[src/rtl/grf_bypass.sv]
// 32 x 32 general register file with write-to-read bypass.
// Also records the last effective write for the commit log.
module grf_bypass #(
  parameter int DATA_W = 32,
  parameter int ADDR_W = 5
) (
  input  logic              clk,
  input  logic              reset,
  input  logic              we,
  input  logic [ADDR_W-1:0] a1,
  input  logic [ADDR_W-1:0] a2,
  input  logic [ADDR_W-1:0] a3,
  input  logic [DATA_W-1:0] wd,
  input  logic [31:0]       wb_pc,
  output logic [DATA_W-1:0] rd1,
  output logic [DATA_W-1:0] rd2,
  output logic              commit_vld,
  output logic [ADDR_W-1:0] commit_addr,
  output logic [DATA_W-1:0] commit_data,
  output logic [31:0]       commit_pc
);

  localparam int DEPTH = 2**ADDR_W;

  logic [DATA_W-1:0] regs [DEPTH];
  logic              wr_en;

  // Reset outranks the write, and r0 is never written.
  assign wr_en = we && (a3 != '0) && !reset;

  always_ff @(posedge clk) begin
    if (reset) begin
      for (int i = 0; i < DEPTH; i++) begin
        regs[i] <= '0;
      end
      commit_vld  <= 1'b0;
      commit_addr <= '0;
      commit_data <= '0;
      commit_pc   <= '0;
    end else begin
      commit_vld <= wr_en;
      if (wr_en) begin
        regs[a3]    <= wd;
        commit_addr <= a3;
        commit_data <= wd;
        commit_pc   <= wb_pc;
      end
    end
  end

  // wr_en implies a3 != 0, so the two hit terms never overlap.
  always_comb begin
    rd1 = regs[a1];
    unique case (1'b1)
      (a1 == '0):             rd1 = '0;
      (wr_en && (a3 == a1)): rd1 = wd;
      default:                rd1 = regs[a1];
    endcase
  end

  always_comb begin
    rd2 = regs[a2];
    unique case (1'b1)
      (a2 == '0):             rd2 = '0;
      (wr_en && (a3 == a2)): rd2 = wd;
      default:                rd2 = regs[a2];
    endcase
  end

endmodule
[config.mk]
export PLATFORM = sky130hd
export DESIGN_NAME = grf_bypass
export DESIGN_NICKNAME = d
export VERILOG_FILES = /design/src/rtl/grf_bypass.sv
export SDC_FILE = /design/constraint.sdc
export NUM_CORES = 2
export LEC_CHECK = 0
export BUFFER_PORTS_ARGS = -buffer_cell sky130_fd_sc_hd__buf_4
export CAP_MARGIN = 10
export CORE_MARGIN = 1.5
export CORE_UTILIZATION = 36
export DETAILED_ROUTE_END_ITERATION = 8
export SLEW_MARGIN = 10
export SYNTH_ARGS = -nofsm -noshare
export SYNTH_HDL_FRONTEND = slang
export SYNTH_SLANG_ARGS = --single-unit
[constraint.sdc]
create_clock -name clk -period 3.1 [get_ports clk]
set_clock_uncertainty 0.1 [all_clocks]
set_input_delay 0.62 -clock clk [delete_from_list [all_inputs] [get_ports clk]]
set_output_delay 0.62 -clock clk [all_outputs]
set_load 0.02 [all_outputs]
After elaboration in Yosys (flattened, before gate mapping)

Memory sizes are Yosys's and may differ from the RTL's.
Index checks and enable logic that the tools add are counted.

Logic and storage cells: 26
Memories kept: 1
Bits of input ports: 82
Memory bits (writable): 1024
Register bits after elaboration: 70
Output and inout port bits: 134

Memory list:

| name | depth | width | read ports | clocked after memory_dff | wr ports | RTL line | source |
|---|---|---|---|---|---|---|---|
| regs | 32    | 32    | 2          | 0                        | 32       | 25       | `logic [DATA_W-1:0] regs [DEPTH];` |

Eq/ne operators: 2
Reduce and logical (&&, ||, !) cells: 9
Mux-type cells: 10

Operators with widths:

| cell                             | number |
|---|---|
| case mux 32 bit (2 select lines) | 2 |
| two-way mux 32 bit               | 1 |
| OR reduction 32 bit              | 1 |
| == test 5 bit                    | 2 |
| logical NOT 5 bit                | 2 |
| two-way mux 1 bit                | 6 |
| two-way mux 5 bit                | 1 |
| nonzero test 5 bit               | 1 |
| logical AND 1 bit                | 4 |
| logical NOT 1 bit                | 1 |

Depth between registers and ports, before layout

Word-level depth: 8
Depth in mapped cells: 9
Mapped depth without buffers: 5

Worst setup path before layout

OpenSTA, ideal clock, no wires.

Kind: input-to-output
Start: input a1[0]
End: output rd1[19]
Stages: 7
Path slack: -133 ps
Arrival time: 2513 ps
Path through: buf_2 buf_2 buf_2 mux4_2 a221oi_1 nand2_1 a32o_1

Longest elaborated chain between the ends: 3
Elaborated cells on any way between the ends: 5

RTL lines:

| element                                                                           | RTL line | source |
|---|---|---|
| start: declaration                                                                | 10       | `input logic [ADDR_W-1:0] a1,` |
| parallel branches: the longest is 2 deep, another holds memory read (32 x 32 bit) | n/a      |  |
| case mux 32 bit (2 select lines) *                                                | 54       | `unique case (1'b1)` |
| end: declaration                                                                  | 15       | `output logic [DATA_W-1:0] rd1,` |

Mark *: on every way between the ends.

Final worst setup path

Start: input a3[4]
End: output rd1[1]

Longest elaborated chain between the ends: 5
Elaborated cells on any way between the ends: 6

RTL lines:

| element                            | RTL line | source |
|---|---|---|
| start: declaration                 | 12       | `input logic [ADDR_W-1:0] a3,` |
| nonzero test 5 bit                 | 29       | `assign wr_en = we && (a3 != '0) && !reset;` |
| logical AND 1 bit (2 in series)    | 29       |  |
| logical AND 1 bit *                | 56       | `(wr_en && (a3 == a1)): rd1 = wd;` |
| case mux 32 bit (2 select lines) * | 54       |  |

Every way passes the cells marked *; elsewhere a longest branch is shown, timed or not.

==> results.sh <==
export IMPL_ys_seq_elements=1094
export IMPL_status="finished with violations"
export IMPL_via_per_inst=6.01
export IMPL_setup_ws_ps=-358
export IMPL_syn_avg_cell_area_um2=14.8
export IMPL_synth_compound_area_share_pct=4.72
export IMPL_relSlewSlack_pct=47.1
export IMPL_cts_tree="yes"
export IMPL_cts_root_buf="clkbuf_16"
export IMPL_chipHeight_um=401
export IMPL_fin_crit_ps=3460
export IMPL_finalMaxSlewViolations=0
export IMPL_synth_simple_gate_area_share_pct=13.5
export IMPL_start_util_pct=36.4
export IMPL_synthMuxAreaShare_pct=22.3
export IMPL_drv_cap=0
export IMPL_fin_cells=6541
export IMPL_die_area_um2=161000
export IMPL_layout_worst_path_cycle_share_pct=112
export IMPL_synth_area_um2=57100
export IMPL_synth_top_family_by_area="multiplexers"
export IMPL_p_leak_nw=26.0
export IMPL_mostFrequentLayoutCells="edfxtp_1, and2_1, mux4_2"
export IMPL_dr_total_vias=39290
export IMPL_clockBufferDepth=3
export IMPL_clkTransAtPathRegs_ps=60
export IMPL_clock_latency_ps=740
export IMPL_fin_area_um2=73000
export IMPL_synth_adder_area_share_pct=0
export IMPL_ys_flop_type="edfxtp_1"
export IMPL_finalHoldViolCount=0
export IMPL_area_sequential_um2=32200
export IMPL_synth_distinct_cells=38
export IMPL_row_count=145
export IMPL_syn_inst=3858
export IMPL_fillCellCount=13447
export IMPL_rsz0062_at_grt="yes"
export IMPL_async_flop_share_pct=0
export IMPL_path_class="input pin to output pin"
export IMPL_overflow=0
export IMPL_end_kind="output pin"
export IMPL_multi_input_area_um2=25600
export IMPL_required_ps=2380
export IMPL_grt_max_degree=70
export IMPL_wire_per_inst_um=31.8
export IMPL_hold_class="input pin to flip-flop"
export IMPL_cts_htree_levels=3
export IMPL_tightest_slew_ps=794
export IMPL_wl_mm=208
export IMPL_path_cells="buf_6 -> or3_4 -> o31ai_4 -> o31ai_4 -> buf_6 -> buf_6 -> buf_12 -> a211oi_4 -> a211o_1 -> buf_6"
export IMPL_drc_errors=0
export IMPL_ir_drop_uv=533
export IMPL_drive_above_1_share_pct=41.4
export IMPL_placed_area_um2=64900
export IMPL_drt_first_pass_iters=6
export IMPL_final_util_pct=46.6
export IMPL_cp_top_family="compound AO/OA/AOI/OAI gates"
export IMPL_final_nets=4465
export IMPL_fp_coreArea_um2=157000
export IMPL_hpwl_mm=129
export IMPL_synth_warnings=0
export IMPL_synth_seq_area_share_pct=56.3
export IMPL_cp_slowest_stage_delay_ps=450
export IMPL_cp_num_buf_inv=5
export IMPL_preCtsSetupSlack_ps=-789
export IMPL_grt_pass1_vias=38539
export IMPL_setup_violations=64
export IMPL_cts_made_buffers=113
export IMPL_ios=216
export IMPL_die_x_um=401
export IMPL_cp_common_cell="buf_6"
export IMPL_clock_sinks=1094
export IMPL_track_usage_pct=25.2
export IMPL_grt_pass1_wl_mm=289
export IMPL_grt_antenna_before_repair=16
export IMPL_cp_max_fo=4
export IMPL_setup_worst_path_start_class="input pin"
export IMPL_areaGrowthSynthToFinish_pct=27.9
export IMPL_power_density_nw_per_um2=523
export IMPL_place_inst=6217
export IMPL_slowest_stage="or3_4"
export IMPL_place_congestion=0.897
export IMPL_synth_xor_area_share_pct=0.153
export IMPL_violations="negative setup slack"
export IMPL_max_freq_mhz=289
export IMPL_io_buffers=215
export IMPL_synth_edf_count=1024
export IMPL_drt_iter0_drc=5568
export IMPL_antenna_left=0
export IMPL_layout_commonest_cell="edfxtp_1"
export IMPL_arrival_ps=2740
[tightest hold or removal path, delay by kind of cell]
kind / cells / cell delay, ps
buf+inv: 1 / 110
simple gates: 1 / 50
compound gates: 1 / 50
[registers in the layout, indices dropped and copies added (netlist names)]
register	flops
commit_data	32
regs	1024
commit_vld	1
commit_pc	32
commit_addr	5
[metal layers]
| layer | global-route usage (%) | routed length (um) |
|---|---|---|
| met1 | 35.4 | 82700 |
| met2 | 37.5 | 91300 |
| met4 | 8.43 | 7390 |
| met5 | 0 | 21 |
| met3 | 7.00 | 26500 |
[synthesized netlist by cell type (2+ instances only)]
cell type	instances	area [um^2]
edfxtp_1	1024	30700
and2_1	995	6220
mux4_2	512	11500
clkbuf_1	307	1150
nand2_1	171	642
a21oi_1	131	656
a22oi_1	115	863
mux2i_1	91	911
buf_2	83	415
dfxtp_1	70	1400
a211oi_1	50	375
a211o_1	49	429
nor2_1	38	143
nor2b_1	31	194
or2_2	31	194
nor3_1	26	130
mux2_2	24	270
buf_1	18	67.6
a221oi_1	14	123
o22ai_1	14	87.6
xnor2_1	10	87.6
nand3b_1	8	60.1
nand4_1	8	50.1
a32o_1	7	70.1
buf_4	5	37.5
nand3_1	5	25.0
or3_1	4	25.0
or3b_2	4	35.0
inv_1	2	7.51
o31ai_1	2	15.0
o31ai_2	2	25.0
[per-stage QoR]
| step | power, mW | hold WS (ps) | TNS (ps) |
|---|---|---|---|
| finish | 38.2 | 38.3 | -16250 |
| global route | 39.1 | 9.49 | -18550 |
| CTS | 38.0 | 0.748 | -17190 |
| detailed placement | 23.0 | 347 | -29510 |
| global placement | 22.9 | 343 | -29780 |
| floorplan | 20.4 | 433 | -483 |
[timing repair]
action                     in CTS  in global routing
hold endpoints to repair       16                  0
hold buffers                   16                  0
buffers inserted               54                 47
cloned                         18                  7
pin swaps                     147                 94
resized for setup             447                124
setup endpoints to repair      64                 64
[final timing paths]
path,start,endpoint,slack [ps],cells after the start
max,a3[4],rd1[1],-360,10
min,wb_pc[3],commit_pc[3],40,3
max reg2reg,commit_addr[2],commit_addr[2],2070,2
min reg2reg,commit_data[5],commit_data[5],360,2
[kinds of logic after synthesis]
family | count (synthesis)
xor+xnor | 10
simple gates | 1322
other cells | 1
flops | 1094
buf+inv | 416
compound gates | 388
mux | 627
[power breakdown]
group / leakage, nW / switching [mW] / internal, mW / total [mW]
logic: 13.8 / 3.36 / 2.97 / 6.33
registers: 10.3 / 0.429 / 16.9 / 17.4
clock network: 1.91 / 6.04 / 8.43 / 14.5
[final cells by class]
class / count / share of cell area [%]
diodes: 1 / 0.00343
well taps: 2058 / 3.53
flip-flops and latches: 1094 / 44.1
clock inverters: 64 / 0.993
inverters: 2 / 0.0103
repair buffers: 793 / 12.0
clock buffers: 150 / 4.35
multi-input cells: 2379 / 35.0
Power figures use the tool's default switching activity.
